$ cat config.mk
export PLATFORM = sky130hd
export DESIGN_NAME = chargen_ctrl
export DESIGN_NICKNAME = d
export VERILOG_FILES = /design/src/rtl/chargen_ctrl.sv
export SDC_FILE = /design/constraint.sdc
export NUM_CORES = 1
export LEC_CHECK = 0
export CORE_ASPECT_RATIO = 0.8
export CORE_UTILIZATION = 30
export DETAILED_ROUTE_END_ITERATION = 16
export PLACE_DENSITY = 0.57
export SLEW_MARGIN = 20
export SYNTH_ARGS = -nofsm -noshare
export SYNTH_HDL_FRONTEND = slang
export SYNTH_SLANG_ARGS = --single-unit
$ cat constraint.sdc
create_clock -name clk -period 3.08 [get_ports clk]
set_clock_uncertainty 0.2 [all_clocks]
set_input_delay 0.616 -clock clk [delete_from_list [all_inputs] [get_ports clk]]
set_output_delay 0.616 -clock clk [all_outputs]
set_load 0.03 [all_outputs]
$ cat src/rtl/chargen_ctrl.sv
`default_nettype none
//==============================================================================
// Module   : chargen_ctrl
// Brief    : RFC 864 character-generator sequencer. It fills an external
//            negative-logic FIFO and drains it to a valid/ready byte sink.
// Revision : 1.0 - initial release
//==============================================================================
module chargen_ctrl #(
    parameter int         LINE_LEN   = 72,
    parameter logic [7:0] FIRST_CHAR = 8'h20,
    parameter logic [7:0] LAST_CHAR  = 8'h7E
) (
    input  logic        clk,
    input  logic        n_rst,
    input  logic        n_en,
    output logic [7:0]  fifo_in,
    output logic        n_wr,
    input  logic        n_full,
    input  logic [7:0]  fifo_out,
    output logic        n_rd,
    input  logic        n_empty,
    output logic [7:0]  tx_data,
    output logic        tx_valid,
    input  logic        tx_ready,
    output logic [15:0] lines_done
);

    localparam logic [6:0] C_CR_COL = 7'(LINE_LEN);
    localparam logic [6:0] C_LF_COL = 7'(LINE_LEN + 1);
    localparam logic [7:0] C_CR     = 8'h0D;
    localparam logic [7:0] C_LF     = 8'h0A;

    typedef enum logic [1:0] {W_IDLE, W_STROBE, W_GAP} wstate_t;
    typedef enum logic [1:0] {R_IDLE, R_FETCH, R_LOAD, R_PRESENT} rstate_t;

    wstate_t    r_wstate, w_wstate_nx;
    rstate_t    r_rstate, w_rstate_nx;
    logic [6:0] r_col;
    logic [7:0] r_line_start;
    logic [7:0] r_cur_char;

    logic       w_wr_go;
    logic       w_rd_go;
    logic       w_load;
    logic       w_accept;
    logic [7:0] w_symbol;

    // Ring successor: the wrap is an equality test, never an 8-bit overflow.
    function automatic logic [7:0] next_char(input logic [7:0] c);
        return (c == LAST_CHAR) ? FIRST_CHAR : c + 8'd1;
    endfunction

    always_comb begin
        w_wr_go     = 1'b0;
        w_wstate_nx = r_wstate;
        case (r_wstate)
            W_IDLE: begin
                if (!n_en && n_full) begin
                    w_wr_go     = 1'b1;
                    w_wstate_nx = W_STROBE;
                end
            end
            W_STROBE: w_wstate_nx = W_GAP;
            W_GAP:    w_wstate_nx = W_IDLE;
            default:  w_wstate_nx = W_IDLE;
        endcase
    end

    always_comb begin
        w_symbol = r_cur_char;
        if (r_col == C_CR_COL) begin
            w_symbol = C_CR;
        end else if (r_col == C_LF_COL) begin
            w_symbol = C_LF;
        end
    end

    always_comb begin
        w_rd_go     = 1'b0;
        w_load      = 1'b0;
        w_accept    = 1'b0;
        w_rstate_nx = r_rstate;
        case (r_rstate)
            R_IDLE: begin
                if (n_empty) begin
                    w_rd_go     = 1'b1;
                    w_rstate_nx = R_FETCH;
                end
            end
            R_FETCH: w_rstate_nx = R_LOAD;
            R_LOAD: begin
                w_load      = 1'b1;
                w_rstate_nx = R_PRESENT;
            end
            R_PRESENT: begin
                if (tx_ready) begin
                    w_accept    = 1'b1;
                    w_rstate_nx = R_IDLE;
                end
            end
            default: w_rstate_nx = R_IDLE;
        endcase
    end

    always_ff @(posedge clk) begin
        if (!n_rst) begin
            r_wstate <= W_IDLE;
            r_rstate <= R_IDLE;
        end else begin
            r_wstate <= w_wstate_nx;
            r_rstate <= w_rstate_nx;
        end
    end

    // Writer datapath: the symbol pointer moves on entry to W_STROBE.
    always_ff @(posedge clk) begin
        if (!n_rst) begin
            n_wr         <= 1'b1;
            fifo_in      <= 8'h00;
            r_col        <= 7'd0;
            r_line_start <= FIRST_CHAR;
            r_cur_char   <= FIRST_CHAR;
            lines_done   <= 16'd0;
        end else begin
            n_wr <= !w_wr_go;
            if (w_wr_go) begin
                fifo_in <= w_symbol;
                if (r_col == C_LF_COL) begin
                    r_col        <= 7'd0;
                    r_line_start <= next_char(r_line_start);
                    r_cur_char   <= next_char(r_line_start);
                    lines_done   <= lines_done + 16'd1;
                end else begin
                    r_col <= r_col + 7'd1;
                    if (r_col < C_CR_COL) begin
                        r_cur_char <= next_char(r_cur_char);
                    end
                end
            end
        end
    end

    always_ff @(posedge clk) begin
        if (!n_rst) begin
            n_rd     <= 1'b1;
            tx_data  <= 8'h00;
            tx_valid <= 1'b0;
        end else begin
            n_rd <= !w_rd_go;
            if (w_load) begin
                tx_data  <= fifo_out;
                tx_valid <= 1'b1;
            end else if (w_accept) begin
                tx_valid <= 1'b0;
            end
        end
    end

endmodule
`default_nettype wire
==> results.yml <==
status:
  status: "completed"
flow_run:
  cap_violations: 0
setup_path:
  cp-start-kind: "primary input"
  critical_path_required_ps: 3110
  crit_type: "primary input to flip-flop"
  crit_start: "n_en"
  arrival_ps: 2540
  end_kind: "flip-flop"
  r2r-start: "r_col[0]$_SDFFE_PN0P_"
  cp_max_fo: 13
yosys:
  syn_nets: 368
  synth_top_area_share_pct: 42.1
  async_reset_ff_share_pct: 0
  synth.distinct_cells: 50
  syn-cell-area_um2: 2950
  synthXorXnorAreaFrac_pct: 4.45
  synth_compound_area_share_pct: 17.2
  synth_top_family_by_area: "simple AND/OR/NAND/NOR gates"
  ys_seq_elements: 62
  yosys.area.top_type: "dfxtp_1"
  synth_warnings: 0
  muxShareOfSynthArea_pct: 3.39
  yosys.area_share.simple_pct: 23.9
  synth_fa_ha_area_share_pct: 5.09
  postSynthAreaPerCell_um2: 8.63
  synth_flop_cell: "dfxtp_1"
  ys_seq_area_share_pct: 42.1
  synthCells: 342
  synth_edf_count: 0
  netlist_top_cells_area: "dfxtp_1, ha_1, nor2_1, o21ai_0, nand2_1"
layout:
  mostFrequentLayoutCells: "dfxtp_1, clkdlybuf4s50_1, nor2_1"
  drive_gt1_share_pct: 7.79
  mostFrequentLayoutCell: "dfxtp_1"
  layout.nets: 422
  n_antenna_cell: 0
  area_growth_pct: 30.6
drt:
  route.vias.total: 2635
  drc: 0
  met3_length_um: 335
  viasPerCell: 5.14
  postRouteAntennaNets: 0
  wl_met1_mm: 3.58
  wl_met2_mm: 3.18
  wl_per_cell_um: 13.9
  wirelength_mm: 7.16
  first_iter_violations: 186
  top_layer_used: "met4"
  dr.pass1.iters: 4
grt:
  grt_pass1_wl_mm: 12.0
  grt_start_max_net_pins: 15
  grt_pass1_vias: 2423
  grt-ovfl-total: 0
  antenna_found_initial: 0
  grtUsageTotal_pct: 14.6
cts:
  cts_buffer_depth: 2
  cts.reportedPaths.clkPinSlew_ps: 50
  numCtsBuffers: 9
  cts_tree: "yes"
  htreeDepth: 3
  ctsResizeCount: 0
  cts_sinks: 62
  cts_setup_buffers: 0
  worstSkewPairLatency_ps: 320
  holdBufCountCts: 0
  cts-root-buf: "clkbuf_16"
timing:
  tightest_slew_ps: 567
  clock.fmax_mhz: 397
  finalHoldViolCount: 0
  maxSlewViolCount: 0
  slew_headroom_pct: 62.2
  tns_ps: 0
  fin_ws_ps: 563
  rsz0062_at_grt: "false"
  period_needed_ps: 2520
  finalCritPeriodShare_pct: 81.7
  setup_viol_count_final: 0
die:
  die-width_um: 113
  die_area_um2: 10200
  num_io_pins: 49
  fp.dieH_um: 90.7
  fp-row-count: 31
  design.core.area_um2: 9310
  start_util_pct: 31.7
power:
  leakagePower_uw: 0.00136
  internal_power_uw: 1630
  power.switching_uw: 543
  peakVddDrop_mv: 0.276
  pwr-share-comb_pct: 15.1
  swShare_pct: 25.0
  pwr-share-seq_pct: 40.5
  pwr-share-clk_pct: 44.3
  power.density_nw_per_um2: 563
placed_design:
  place_ws_ps: 279
  gp_congestion: 0.874
  dp_hpwl_mm: 5.16
  io_buffers: 48
worst_hold_path:
  hp-class: "flip-flop to flip-flop"
  hold_start: "fifo_in[1]$_SDFFE_PN0P_"
worst max-delay path, cell delays in order:
cell and delay (ps):
clkdlybuf4s50_1 460, or4b_4 620, nor3_1 320, nor3b_1 280, nand4_1 140, o21ai_0 110
synthesized netlist by cell type, drive strengths merged, types with 2 or more instances:
cell,count
nor2,38
a22oi,4
and4,2
nand3,14
ha,12
a21oi,21
o21ai,25
a311oi,2
nand2,32
nor4,4
a211oi,2
nor3,8
nor4b,2
o22ai,6
inv,18
a21o,2
clkbuf,7
buf,5
nand4,10
dfxtp,62
o21a,3
o211ai,2
o31a,2
o31ai,2
xnor2,8
and4b,2
nor3b,4
and2,2
a21boi,2
o32a,3
xor2,7
or3,7
a41oi,2
and3,2
mux2i,10
power by group through the flow:
stage | Combinational (uW) | Sequential [uW] | Clock [uW]
CTS | 333 | 880 | 979
finish | 329 | 880 | 962
global placement | 322 | 896 | 0
detailed placement | 331 | 897 | 0
global route | 365 | 886 | 1010
floorplan | 158 | 948 | 0
logic make-up after synthesis:
logic type | count (synthesis)
AO/OA/AOI/OAI | 81
AND/OR/NAND/NOR | 132
XOR/XNOR | 15
multiplexers | 10
adder cells (fa/ha/maj) | 12
flip-flops | 62
buffers and inverters | 30
registers in the layout, summed over array words and instances, names as in the netlist:
signal,count
tx_valid,1
r_wstate,2
r_cur_char,8
n_wr,1
fifo_in,8
r_col,7
lines_done,16
r_line_start,8
n_rd,1
r_rstate,2
tx_data,8
per-layer routing:
metal	vias up	GRT usage, %
met2	61	22.0
met4	0	3.29
met1	1237	20.4
met3	8	4.30
li1	1329	-
met5	-	0
cell type report:
| class | count | area, um2 |
|---|---|---|
| inverters | 18 | 67.6 |
| clock inverters | 2 | 35.0 |
| clock buffers | 11 | 243 |
| multi-input cells | 250 | 1590 |
| well taps | 115 | 144 |
| repair buffers | 55 | 533 |
| fillers | 922 | 5450 |
| flip-flops and latches | 62 | 1240 |
per-stage QoR:
stage	hold slack, ps	area, um2	instances	utilization [%]	power [uW]
after CTS	272	3860	513	41.4	2190
after detailed placement	261	3580	500	38.4	1230
after global routing	320	3860	513	41.4	2260
after floorplan	266	2950	342	-	1110
final	272	3860	513	41.4	2170
after global placement	257	3580	500	38.4	1220
worst paths after layout:
path,endpoint,slack (ps),cells after the start
setup / recovery,r_cur_char[7]$_SDFFE_PN0P_,560,6
hold / removal,fifo_in[1]$_SDFFE_PN0P_,270,2
setup reg to reg,r_line_start[5]$_SDFFE_PN1P_,660,6
hold reg to reg,fifo_in[1]$_SDFFE_PN0P_,270,2
(Power assumes the default switching activity.)
